===== config.mk =====
export PLATFORM = sky130hd
export DESIGN_NAME = asteroids_input_cond_flat
export DESIGN_NICKNAME = d
export VERILOG_FILES = /design/src/rtl/asteroids_input_cond_if.sv /design/src/rtl/asteroids_input_cond.sv /design/src/flat_wrapper.sv
export SDC_FILE = /design/constraint.sdc
export NUM_CORES = 1
export LEC_CHECK = 0
export ABC_AREA = 0
export CORE_ASPECT_RATIO = 0.7
export CORE_MARGIN = 5
export CORE_UTILIZATION = 50
export CTS_CLUSTER_SIZE = 12
export DETAILED_ROUTE_END_ITERATION = 8
export HOLD_SLACK_MARGIN = 0.02
export PLACE_DENSITY = 0.74
export REMOVE_ABC_BUFFERS = 1
export SLEW_MARGIN = 25
export SYNTH_ARGS = -nofsm -noshare
export SYNTH_HDL_FRONTEND = slang
export SYNTH_SLANG_ARGS = --single-unit
export TNS_END_PERCENT = 1

===== constraint.sdc =====
create_clock -name clk_25 -period 2.4 [get_ports clk_25]
set_input_delay 0.48 -clock clk_25 [delete_from_list [all_inputs] [get_ports clk_25]]
set_output_delay 0.48 -clock clk_25 [all_outputs]
set_load 0.005 [all_outputs]

===== src/rtl/asteroids_input_cond_if.sv =====
// Joystick-in / cabinet-button-out bundle for asteroids_input_cond.
interface asteroids_input_cond_if;
  logic [15:0] joy_0;
  logic [15:0] joy_1;
  logic [7:0]  BUTTON;
  logic        coin_busy;

  modport master (output joy_0, joy_1, input BUTTON, coin_busy);
  modport slave  (input joy_0, joy_1, output BUTTON, coin_busy);
endinterface


===== src/rtl/asteroids_input_cond.sv =====
// HPS joystick words -> active-low Asteroids cabinet button bus (clk_25 domain).
// Optional autofire on BUTTON[3] is built when ASTEROIDS_AUTOFIRE_EN is defined.
module asteroids_input_cond #(
  parameter int TICK_DIV    = 25000,
  parameter int COIN_MS     = 50,
  parameter int COIN_GAP_MS = 50,
  parameter int START_MS    = 20,
  parameter int QUEUE_MAX   = 3
`ifdef ASTEROIDS_AUTOFIRE_EN
  , parameter int AUTOFIRE_MS = 60
`endif
) (
  input  logic                   clk_25,
  input  logic                   RESET_L,
  asteroids_input_cond_if.slave  io_bus
);

  localparam int PW = (TICK_DIV > 1) ? $clog2(TICK_DIV) : 1;
  localparam logic [1:0] QMAX = 2'(QUEUE_MAX);

  // synced vector layout
  localparam int S_RIGHT = 0, S_LEFT = 1, S_FIRE = 2, S_THRUST = 3;
  localparam int S_HYPER = 4, S_ST1 = 5, S_ST2 = 6, S_COIN = 7;
`ifdef ASTEROIDS_AUTOFIRE_EN
  localparam int S_AUTO = 8;
  localparam int NS = 9;
  localparam int AF_HALF = (AUTOFIRE_MS / 2 < 1) ? 1 : AUTOFIRE_MS / 2;
`else
  localparam int NS = 8;
`endif

  if (COIN_MS > 255 || COIN_GAP_MS > 255 || START_MS > 255) begin : g_param_err
    $error("asteroids_input_cond: timer parameters must fit in 8 bits");
  end
`ifdef ASTEROIDS_AUTOFIRE_EN
  if (AF_HALF > 255) begin : g_af_param_err
    $error("asteroids_input_cond: AUTOFIRE_MS/2 must fit in 8 bits");
  end
`endif

  typedef enum logic [1:0] {IDLE = 2'd0, PULSE = 2'd1, GAP = 2'd2} state_t;

  logic [15:0]   w_j;
  logic [NS-1:0] w_raw, r_sync1, r_sync2;
  logic          w_unused;

  assign w_j = io_bus.joy_0 | io_bus.joy_1;
  assign w_raw[7:0] = {w_j[9], w_j[8], w_j[7], w_j[6], w_j[5], w_j[4], w_j[1], w_j[0]};
`ifdef ASTEROIDS_AUTOFIRE_EN
  assign w_raw[S_AUTO] = w_j[10];
  assign w_unused = ^{w_j[15:11], w_j[3:2]};
`else
  assign w_unused = ^{w_j[15:10], w_j[3:2]};
`endif

  always_ff @(posedge clk_25 or negedge RESET_L) begin
    if (!RESET_L) begin
      r_sync1 <= '0;
      r_sync2 <= '0;
    end else begin
      r_sync1 <= w_raw;
      r_sync2 <= r_sync1;
    end
  end

  // 1 ms tick
  logic [PW-1:0] r_presc;
  logic          w_tick;
  assign w_tick = (r_presc == PW'(TICK_DIV - 1));

  always_ff @(posedge clk_25 or negedge RESET_L) begin
    if (!RESET_L)    r_presc <= '0;
    else if (w_tick) r_presc <= '0;
    else             r_presc <= r_presc + 1'b1;
  end

  // start stretch, lane 0 = start1 (j7), lane 1 = start2 (j8)
  logic [1:0]      w_st_sync, r_st_prev, w_st_rise, w_st_on;
  logic [1:0][7:0] r_st_cnt;
  assign w_st_sync = {r_sync2[S_ST2], r_sync2[S_ST1]};
  assign w_st_rise = w_st_sync & ~r_st_prev;

  always_ff @(posedge clk_25 or negedge RESET_L) begin
    if (!RESET_L) begin
      r_st_prev <= '0;
      r_st_cnt  <= '0;
    end else begin
      r_st_prev <= w_st_sync;
      for (int i = 0; i < 2; i++) begin
        if (w_st_rise[i])                     r_st_cnt[i] <= 8'(START_MS);
        else if (w_tick && r_st_cnt[i] != '0) r_st_cnt[i] <= r_st_cnt[i] - 8'd1;
      end
    end
  end

  for (genvar g = 0; g < 2; g++) begin : g_st_on
    assign w_st_on[g] = w_st_sync[g] | (r_st_cnt[g] != '0);
  end

  // coin edge detect + FSM
  logic       r_coin_prev, w_coin_req;
  state_t     r_state, w_state_nxt;
  logic [7:0] r_timer;
  logic [1:0] r_queue;
  logic       w_coin_on, w_busy;

  assign w_coin_req = r_sync2[S_COIN] & ~r_coin_prev;

  always_ff @(posedge clk_25 or negedge RESET_L) begin
    if (!RESET_L) begin
      r_state     <= IDLE;
      r_coin_prev <= 1'b0;
    end else begin
      r_state     <= w_state_nxt;
      r_coin_prev <= r_sync2[S_COIN];
    end
  end

  always_comb begin
    w_state_nxt = r_state;
    case (r_state)
      IDLE:    if (w_coin_req || r_queue != '0) w_state_nxt = PULSE;
      PULSE:   if (r_timer == '0) w_state_nxt = GAP;
      GAP:     if (r_timer == '0) w_state_nxt = IDLE;
      default: w_state_nxt = IDLE;
    endcase
  end

  always_comb begin
    w_coin_on = (r_state == PULSE);
    w_busy    = (r_state != IDLE) || (r_queue != '0);
  end

  // timer counts ms ticks; a fresh request in IDLE wins over a queued one
  always_ff @(posedge clk_25 or negedge RESET_L) begin
    if (!RESET_L) begin
      r_timer <= '0;
      r_queue <= '0;
    end else begin
      case (r_state)
        IDLE:  if (w_state_nxt == PULSE) r_timer <= 8'(COIN_MS);
        PULSE: if (r_timer == '0) r_timer <= 8'(COIN_GAP_MS);
               else if (w_tick)   r_timer <= r_timer - 8'd1;
        GAP:   if (r_timer != '0 && w_tick) r_timer <= r_timer - 8'd1;
        default: r_timer <= '0;
      endcase
      if (r_state == IDLE) begin
        if (!w_coin_req && r_queue != '0) r_queue <= r_queue - 2'd1;
      end else if (w_coin_req && r_queue != QMAX) begin
        r_queue <= r_queue + 2'd1;
      end
    end
  end

  // fire: plain or autofire
  logic w_fire_on;
`ifdef ASTEROIDS_AUTOFIRE_EN
  logic       r_fire_prev, r_af_phase, w_fire_rise;
  logic [7:0] r_af_cnt;
  assign w_fire_rise = r_sync2[S_FIRE] & ~r_fire_prev;

  always_ff @(posedge clk_25 or negedge RESET_L) begin
    if (!RESET_L) begin
      r_fire_prev <= 1'b0;
      r_af_phase  <= 1'b0;
      r_af_cnt    <= '0;
    end else begin
      r_fire_prev <= r_sync2[S_FIRE];
      if (w_fire_rise) begin
        r_af_phase <= 1'b1;
        r_af_cnt   <= 8'(AF_HALF);
      end else if (r_sync2[S_FIRE] && w_tick) begin
        if (r_af_cnt <= 8'd1) begin
          r_af_phase <= ~r_af_phase;
          r_af_cnt   <= 8'(AF_HALF);
        end else begin
          r_af_cnt <= r_af_cnt - 8'd1;
        end
      end
    end
  end

  // the press cycle itself is asserted even though the phase flop loads one edge later
  assign w_fire_on = r_sync2[S_FIRE] & (~r_sync2[S_AUTO] | w_fire_rise | r_af_phase);
`else
  assign w_fire_on = r_sync2[S_FIRE];
`endif

  logic [7:0] r_button;
  logic       r_busy;

  always_ff @(posedge clk_25 or negedge RESET_L) begin
    if (!RESET_L) begin
      r_button <= 8'hFF;
      r_busy   <= 1'b0;
    end else begin
      r_button <= ~{r_sync2[S_RIGHT], r_sync2[S_LEFT], w_st_on[0], w_st_on[1],
                    w_fire_on, w_coin_on, r_sync2[S_THRUST], r_sync2[S_HYPER]};
      r_busy   <= w_busy;
    end
  end

  assign io_bus.BUTTON    = r_button;
  assign io_bus.coin_busy = r_busy;

endmodule


===== src/flat_wrapper.sv =====
// flat-port wrapper written by rule: the top's interface ports become plain ports
module asteroids_input_cond_flat 
#(
  parameter int TICK_DIV    = 25000,
  parameter int COIN_MS     = 50,
  parameter int COIN_GAP_MS = 50,
  parameter int START_MS    = 20,
  parameter int QUEUE_MAX   = 3

)
  (clk_25, RESET_L, io_bus_joy_0, io_bus_joy_1, io_bus_BUTTON, io_bus_coin_busy);
  asteroids_input_cond_if io_bus_i ();
  input  logic clk_25;
  input  logic RESET_L;
  input wire logic [$bits(io_bus_i.joy_0)-1:0] io_bus_joy_0;
  input wire logic [$bits(io_bus_i.joy_1)-1:0] io_bus_joy_1;
  output wire logic [$bits(io_bus_i.BUTTON)-1:0] io_bus_BUTTON;
  output wire logic [$bits(io_bus_i.coin_busy)-1:0] io_bus_coin_busy;
  assign io_bus_i.joy_0 = io_bus_joy_0;
  assign io_bus_i.joy_1 = io_bus_joy_1;
  assign io_bus_BUTTON = io_bus_i.BUTTON;
  assign io_bus_coin_busy = io_bus_i.coin_busy;
  asteroids_input_cond #(.TICK_DIV(TICK_DIV), .COIN_MS(COIN_MS), .COIN_GAP_MS(COIN_GAP_MS), .START_MS(START_MS), .QUEUE_MAX(QUEUE_MAX)) u_core (.clk_25(clk_25), .RESET_L(RESET_L), .io_bus(io_bus_i));
endmodule

==> reports/metrics.yaml, run 1 <==
final_max_slew_viol_count: 0
start_util: 0.515
cts_resized: 0
synth_area_per_cell_sq_um: 10.5
grt_util_met1: 0.212
clk_latency_ns: 0.35
cts_max_path_buffers: 2
cts_made_buffers: 9
globalRoute.totalOverflow: 0
grt_use_met3: 0.0545
cp_data_required_time_ns: 2.67
drive_gt1_frac: 0.128
period_minus_slack_ns: 2.13
setup_tns_ns: 0
final_common_cell: "dfrtp_1"
hold_violations: 0
final-setup-viol-count: 0
relSlewSlack: 0.613
clk_pin_slew_ns: 0.07
grt.total_usage: 0.155
grt_pass1_wl_um: 9950
yosysWarnings: 0
dp_hpwl_um: 4020
grt_setup_unrepaired: "no"
wirelength_um: 5800
cts.sinks: 71
maxCapViolCount: 0
row_count: 24
core_region_area_sq_um: 6220
cts-htree-levels: 3
antenna_found_initial: 0
num_antenna_cells: 0
hp-class: "primary input to async pin"
nNetsFinal: 377
critPathArrivalTime_ns: 2.40
dr.first_iter.drc_count: 103
cp-start-kind: "flop"
nFillCells: 498
reg2reg_depth: 8
grt_max_degree: 72
drtAntennaViolNets: 0
critPathKind: "flop to flop"
fmax_mhz: 468
dr.pass1.iters: 6
busiest_layer: "met2"
viasPerCell: 5.47
power.density_nw_per_um2: 799
final_cell_mix: "dfrtp_1, nor2_1, nand2_1"
syn_to_final_growth_pct: 18.5
clockRootBuffer: "clkbuf_8"
final_util: 0.610
synth_edf_count: 0
finalWeightedCongestion: 0.847
postCtsSetupBuffers: 0
die_w_um: 106
port_buffers: 26
status: "finished clean"
drc_errors: 0
worst_slew_pin_slew_ns: 0.577
vias: 2303
die_h_um: 76.9
cts_tree: "yes"
grt_use_met2: 0.225
synthArstFlopShare: 1.00
yosysSeqAreaShare: 0.558
fin_skew_ns: 0.0106
fin_hold_ws_ns: 0.142
vdd_drop_max_uv: 615
grt_pass1_vias: 2178
ctsHoldBuffers: 0
cp_max_fo: 8
ys_ff_latch: 71
syn_inst: 305
leakage_nw: 1.59
syn_area_sq_um: 3200
setup.worst_path.end_class: "flop"
synth.distinct_cells: 51
die-area_sq_um: 8120
synthFlopType: "dfrtp_1"
ioPinCount: 43
post-route-period-util: 0.889
detail_route.wl_per_cell_um: 13.8
## metrics by stage
step | total power, mW | cell area [sq um] | std cells | setup slack [ns]
after floorplan | 1.76 | 3140 | 294 | 0.131
after global routing | 3.22 | 3790 | 421 | 0.0166
after detailed placement | 1.98 | 3560 | 405 | 0.259
after CTS | 3.06 | 3790 | 421 | 0.256
final | 3.03 | 3790 | 421 | 0.265
after global placement | 1.96 | 3560 | 405 | 0.339
## path summary, 6_finish.rpt
check | endpoint | startpoint | slack, ns
hold reg to reg | u_core.r_sync2[0] | u_core.r_sync1[0] | 0.35
setup / recovery | u_core.r_timer[3] | u_core.r_timer[0] | 0.27
hold / removal | u_core.r_st_cnt[9] | RESET_L | 0.14
setup reg to reg | u_core.r_timer[3] | u_core.r_timer[0] | 0.27
min in group clk_25 | u_core.r_sync2[0] | u_core.r_sync1[0] | 0.35
max in group asynchronous | u_core.io_bus.BUTTON[3] | RESET_L | 1.93
## sequential cells by signal, summed over array words and instances (netlist names), 2 cells and up
register / flops
u_core.r_st_cnt: 16
u_core.r_state: 2
u_core.r_queue: 2
u_core.r_sync1: 8
u_core.io_bus.BUTTON: 8
u_core.r_timer: 8
u_core.r_st_prev: 2
u_core.r_presc: 15
u_core.r_sync2: 8
## routing by layer
metal  wire length [um]  part of all wire  vias up
met3                261             0.045        5
li1                   -                 -     1123
met2               2600              0.45       42
met5                  0                 0        -
met1               2870              0.49     1133
met4                 68             0.012        0
## power by group
part / switching (mW) / total, mW / internal, mW
clock network: 0.453 / 1.07 / 0.618
logic: 0.316 / 0.584 / 0.268
registers: 0.0890 / 1.37 / 1.29
## synth_stat cells, types with 2 or more instances
cell type   n  area share
and2_1      3      0.0059
dfstp_2     8       0.066
nor2_1     35       0.041
clkbuf_1    8      0.0094
nand2b_1    6       0.012
mux2i_1     4       0.013
nand3_1    17       0.027
inv_1      13       0.015
o21ai_0     7       0.011
buf_6       2      0.0070
a41oi_1     5       0.014
nand4_1     4      0.0078
a31oi_1     4      0.0078
nor4bb_1    2      0.0063
a21oi_1     7       0.011
xor2_1     13       0.036
nor3_1     10       0.016
nor3b_1     2      0.0047
o22ai_1     2      0.0039
ha_1        5       0.020
xnor2_1    10       0.027
or4_1       2      0.0047
or2_2       9       0.018
and4_1      4       0.011
nor4_1      3      0.0059
or3_1       2      0.0039
a21boi_0    2      0.0047
and3_1      2      0.0039
nor2b_1     5      0.0098
nand2_1    26       0.031
dfrtp_1    63        0.49
## area by class of cell
cell class	instances	area [sq um]	share of cell area
clock inverters	6	93.8	0.0247
flip-flops and latches	71	1790	0.471
multi-input cells	210	1310	0.345
well taps	78	97.6	0.0257
clock buffers	10	138	0.0363
inverters	13	48.8	0.0129
repair buffers	33	320	0.0845
## worst max-delay path: stages, from the launching register on
cell and delay (ns):
dfrtp_1 0.47, inv_1 0.12, ha_1 0.22, nor3b_1 0.13
buf_4 0.14, and2_1 0.19, o21ai_1 0.43, a41oi_1 0.20
a31oi_1 0.16
## logic make-up (layout without fill, tap and decap cells)
group / count (synthesis) / count (layout) / synth area share
adders and majority gates: 5 / 5 / 0.0196
xor gates and xnor gates: 23 / 23 / 0.0630
buffers and inverters: 24 / 62 / 0.0329
and+or+nand+nor: 140 / 140 / 0.232
muxes: 4 / 4 / 0.0125
AOI/OAI and AO/OA: 38 / 38 / 0.0813
DFF: 71 / 71 / 0.558
Note: power is estimated with default switching activity, not from simulation.
==> run 2, diff against run 1 <==
- GPL_ROUTABILITY_DRIVEN: unset -> 0
- GPL_TIMING_DRIVEN: unset -> 0
==> reports/metrics.yaml, run 2 (synthesized netlist as in run 1, its figures left out) <==
status: "finished clean"
ioPinCount: 43
fin_skew_ns: 0.00264
postCtsSetupBuffers: 0
preCtsSetupSlack_ns: -0.361
final_common_cell: "dfrtp_1"
clk_latency_ns: 0.34
detail_route.wl_per_cell_um: 13.5
row_count: 24
seq_power_share: 0.430
cp_max_fo: 28
dr.pass1.iters: 5
cts_made_buffers: 9
cp_data_required_time_ns: 2.67
regMostFlops: "u_core.r_st_cnt"
num_antenna_cells: 0
cts-htree-levels: 3
drc_errors: 0
hold_violations: 0
reg_top3: "u_core.r_st_cnt (16), u_core.r_presc (15)"
antenna_found_initial: 0
wl_met1_um: 2730
period_minus_slack_ns: 2.20
fmax_mhz: 454
clockPowerShare: 0.395
start_util: 0.515
largest_register_ffs: 16
reg2reg_depth: 6
grt_setup_unrepaired: "no"
vias: 2287
wirelength_um: 5600
wl_met3_um: 312
port_buffers: 26
dr.first_iter.drc_count: 161
die_h_um: 76.9
internal_power_mw: 2.36
worst_slew_pin_slew_ns: 0.524
grt_pass1_vias: 2174
critPathArrivalTime_ns: 2.47
dp_cells: 399
drive_gt1_frac: 0.116
globalRoute.totalOverflow: 0
final_cell_mix: "dfrtp_1, nor2_1, nand2_1"
power_frac_comb: 0.175
hp-class: "primary input to async pin"
grt_pass1_wl_um: 9870
relSlewSlack: 0.648
cp-start-kind: "flop"
regToRegSetupSlack_ns: 0.20
grt.total_usage: 0.153
timing.rr.end: "u_core.r_st_cnt[14]"
dp_hpwl_um: 3800
swShare: 0.264
vdd_drop_max_uv: 644
netSwitchingPower_mw: 0.845
viasPerCell: 5.51
critPathKind: "flop to flop"
cts.sinks: 71
leakage_nw: 1.59
core_region_area_sq_um: 6220
die_w_um: 106
grt_max_degree: 41
syn_to_final_growth_pct: 18.7
top_layer_used: "met4"
post-route-period-util: 0.917
power.density_nw_per_um2: 844
drtAntennaViolNets: 0
nFillCells: 499
layout_setup_ws_ns: 0.198
final-setup-viol-count: 0
r2r-start: "u_core.r_presc[0]"
clk_pin_slew_ns: 0.07
die-area_sq_um: 8120
final_max_slew_viol_count: 0
cts_max_path_buffers: 2
fin_cells: 415
setup.worst_path.end_class: "flop"
wl_met2_um: 2510
clockRootBuffer: "clkbuf_8"
cts_tree: "yes"
maxCapViolCount: 0
nNetsFinal: 371
-- run 2: through the flow --
step	instance area (sq um)	setup TNS (ns)	util	hold WS, ns	total power, mW
2_1_floorplan	3140	0	-	0.184	1.76
3_3_place_gp	3500	-101.56	0.563	0.333	1.92
3_5_place_dp	3520	-0.898	0.566	0.335	1.94
4_1_cts	3790	0	0.610	0.0945	3.24
5_1_grt	3800	0	0.611	0.125	3.40
6_report	3800	0	0.611	0.0953	3.20
-- run 2: cell type report --
type / count / area [sq um] / share of cell area
clock buffers: 11 / 141 / 0.0372
clock inverters: 5 / 129 / 0.0339
inverters: 13 / 48.8 / 0.0129
multi-input cells: 210 / 1320 / 0.346
flip-flops and latches: 71 / 1790 / 0.471
well taps: 78 / 97.6 / 0.0257
repair buffers: 27 / 278 / 0.0732
-- run 2: what timing repair did --
item                                    in CTS  in global routing
hold endpoints to repair                     0                  0
resized for setup                            2                  1
endpoints found under the setup margin       9                  6
hold buffers                                 0                  0
-- run 2: worst max-delay path: stages, from the launching register on --
cell,delay [ns]
dfrtp_1,0.39
ha_1,0.31
and4_1,0.22
and4_4,0.46
nand2_1,0.12
or4b_1,0.47
a21oi_1,0.16
-- run 2: worst max-delay path by stage --
stage / startpoint / to / cells past startpoint
2_1_floorplan: u_core.r_presc[0] / u_core.r_st_cnt[14] / 6
3_3_place_gp: RESET_L / u_core.r_queue[0] / 1
3_5_place_dp: u_core.r_presc[0] / u_core.r_st_cnt[14] / 6
4_1_cts: u_core.r_timer[0] / u_core.r_timer[4] / 7
5_1_grt: u_core.r_timer[0] / u_core.r_timer[4] / 7
6_report: u_core.r_presc[0] / u_core.r_st_cnt[14] / 6
-- run 2: power by group through the flow --
stage	clock (mW)	sequential (mW)	combinational, mW
after floorplan	0	1.37	0.391
after global placement	0	1.39	0.529
after detailed placement	0	1.39	0.550
after CTS	1.31	1.37	0.553
after global routing	1.37	1.39	0.642
final	1.27	1.38	0.560
-- run 2: routing by layer --
layer / vias to the layer above / GRT usage
met2: 54 / 0.228
met5: - / 0
met1: 1113 / 0.203
met3: 11 / 0.0604
met4: 0 / 0.0505
li1: 1109 / -
==> run 3, diff against run 2 <==
- DONT_BUFFER_PORTS: unset -> 1
- PLACE_DENSITY: 0.74 -> unset
==> reports/metrics.yaml, run 3 (synthesized netlist as in run 1, its figures left out) <==
leakage_nw: 1.48
grt_setup_unrepaired: "no"
largest_register_ffs: 16
crit_family: "simple AND/OR/NAND/NOR gates"
grt_max_degree: 72
final_util: 0.565
maxCapViolCount: 0
dr.pass1.iters: 4
cts_made_buffers: 9
worst_slew_pin_slew_ns: 0.596
cp_max_fo: 28
cts-htree-levels: 3
fin_area_sq_um: 3510
final-setup-viol-count: 0
period_minus_slack_ns: 2.19
worstPathCellList: "ha_1 > and4_1 > and4_4 > nand2_1 > or4b_1 > a21oi_1"
cts_tree: "yes"
antenna_found_initial: 0
clockRootBuffer: "clkbuf_8"
clk_pin_slew_ns: 0.08
row_count: 24
critPathKind: "flop to flop"
grt_pass1_wl_um: 10200
die-area_sq_um: 8120
syn_to_final_growth_pct: 9.82
crit_path_top_delay_cell: "and4_4"
power.total_mw: 2.97
fmax_mhz: 456
netSwitchingPower_mw: 0.885
reg_top3: "u_core.r_st_cnt (16), u_core.r_presc (15)"
seq_power_share: 0.462
nNetsFinal: 346
ioPinCount: 43
startpoint: "u_core.r_presc[0]"
port_buffers: 0
power.density_nw_per_um2: 846
final_max_slew_viol_count: 0
start_util: 0.515
layout_setup_ws_ns: 0.206
swShare: 0.298
status: "finished clean"
regMostFlops: "u_core.r_st_cnt"
hp-class: "primary input to flop"
relSlewSlack: 0.600
preCtsSetupSlack_ns: 0.0101
drc_errors: 0
dp_hpwl_um: 3820
vdd_drop_max_uv: 455
hp-start: "io_bus_joy_0[4]"
fin_skew_ns: 0.00453
final_common_cell: "dfrtp_1"
setup_tns_ns: 0
die_w_um: 106
vias: 2182
internal_power_mw: 2.09
viasPerCell: 5.59
grt.total_usage: 0.158
num_antenna_cells: 0
post-route-period-util: 0.914
hold_violations: 0
final_cell_mix: "dfrtp_1, nor2_1, nand2_1"
drive_gt1_frac: 0.125
grt_pass1_vias: 2069
cts_max_path_buffers: 2
power_frac_comb: 0.175
cts.sinks: 71
critPathArrivalTime_ns: 2.47
wirelength_um: 5930
crit_buf_inv: 0
globalRoute.totalOverflow: 0
max_stage_delay_ns: 0.47
die_h_um: 76.9
fin_cells: 390
post_dp_cell_area_sq_um: 3240
fin_hold_ws_ns: 0.234
core_region_area_sq_um: 6220
detail_route.wl_per_cell_um: 15.2
dp_cells: 372
r2r-start: "u_core.r_presc[0]"
dr.first_iter.drc_count: 114
cp-start-kind: "flop"
postCtsSetupBuffers: 0
clockPowerShare: 0.363
clk_latency_ns: 0.35
setup.worst_path.end_class: "flop"
cp_data_required_time_ns: 2.67
drtAntennaViolNets: 0
## run 3: cell types whose count changed in the layout (fill, tap and decap cells not counted), moves of 2 or more
cell	before	now
clkdlybuf4s50_1	25	0
bufinv_16	4	2
inv_6	0	2
clkinv_4	1	3
## run 3: layout make-up
cell class                 count  area [sq um]
sequential                    71          1790
tap                           78          97.6
timing repair buffer           2          37.5
clock inverter                 7           104
clock buffer                   9           124
inverter                      13          48.8
fill                         533          2700
multi-input combinational    210          1320
## run 3: power by group through the flow
stage	sequential [mW]	clock [mW]	combinational [mW]
final	1.37	1.08	0.519
after global routing	1.39	1.18	0.593
after CTS	1.37	1.12	0.512
after detailed placement	1.40	0	0.482
after global placement	1.40	0	0.472
after floorplan	1.37	0	0.391
## run 3: worst paths after layout
kind,cells after the start,slack [ns],endpoint
worst max-delay path,6,0.21,u_core.r_st_cnt[14]
worst min-delay path,1,0.23,u_core.r_sync1[2]
worst max register to register,6,0.21,u_core.r_st_cnt[14]
worst min register to register,0,0.35,u_core.r_sync2[2]
max in group asynchronous,2,1.36,u_core.io_bus.BUTTON[6]
min in group asynchronous,2,0.72,u_core.r_st_cnt[8]
## run 3: metal layers
| layer | GRT usage | part of all wire | vias to the layer above |
|---|---|---|---|
| met3 | 0.0520 | 0.056 | 11 |
| met5 | 0 | 0 | - |
| li1 | - | - | 1070 |
| met1 | 0.236 | 0.51 | 1057 |
| met4 | 0.0466 | 0.013 | 0 |
| met2 | 0.217 | 0.42 | 44 |
## run 3: timing repair
action	CTS	global route
hold buffers	2	0
endpoints found under the setup margin	1	5
gates resized for setup	1	1
endpoints found under the hold margin	71	0
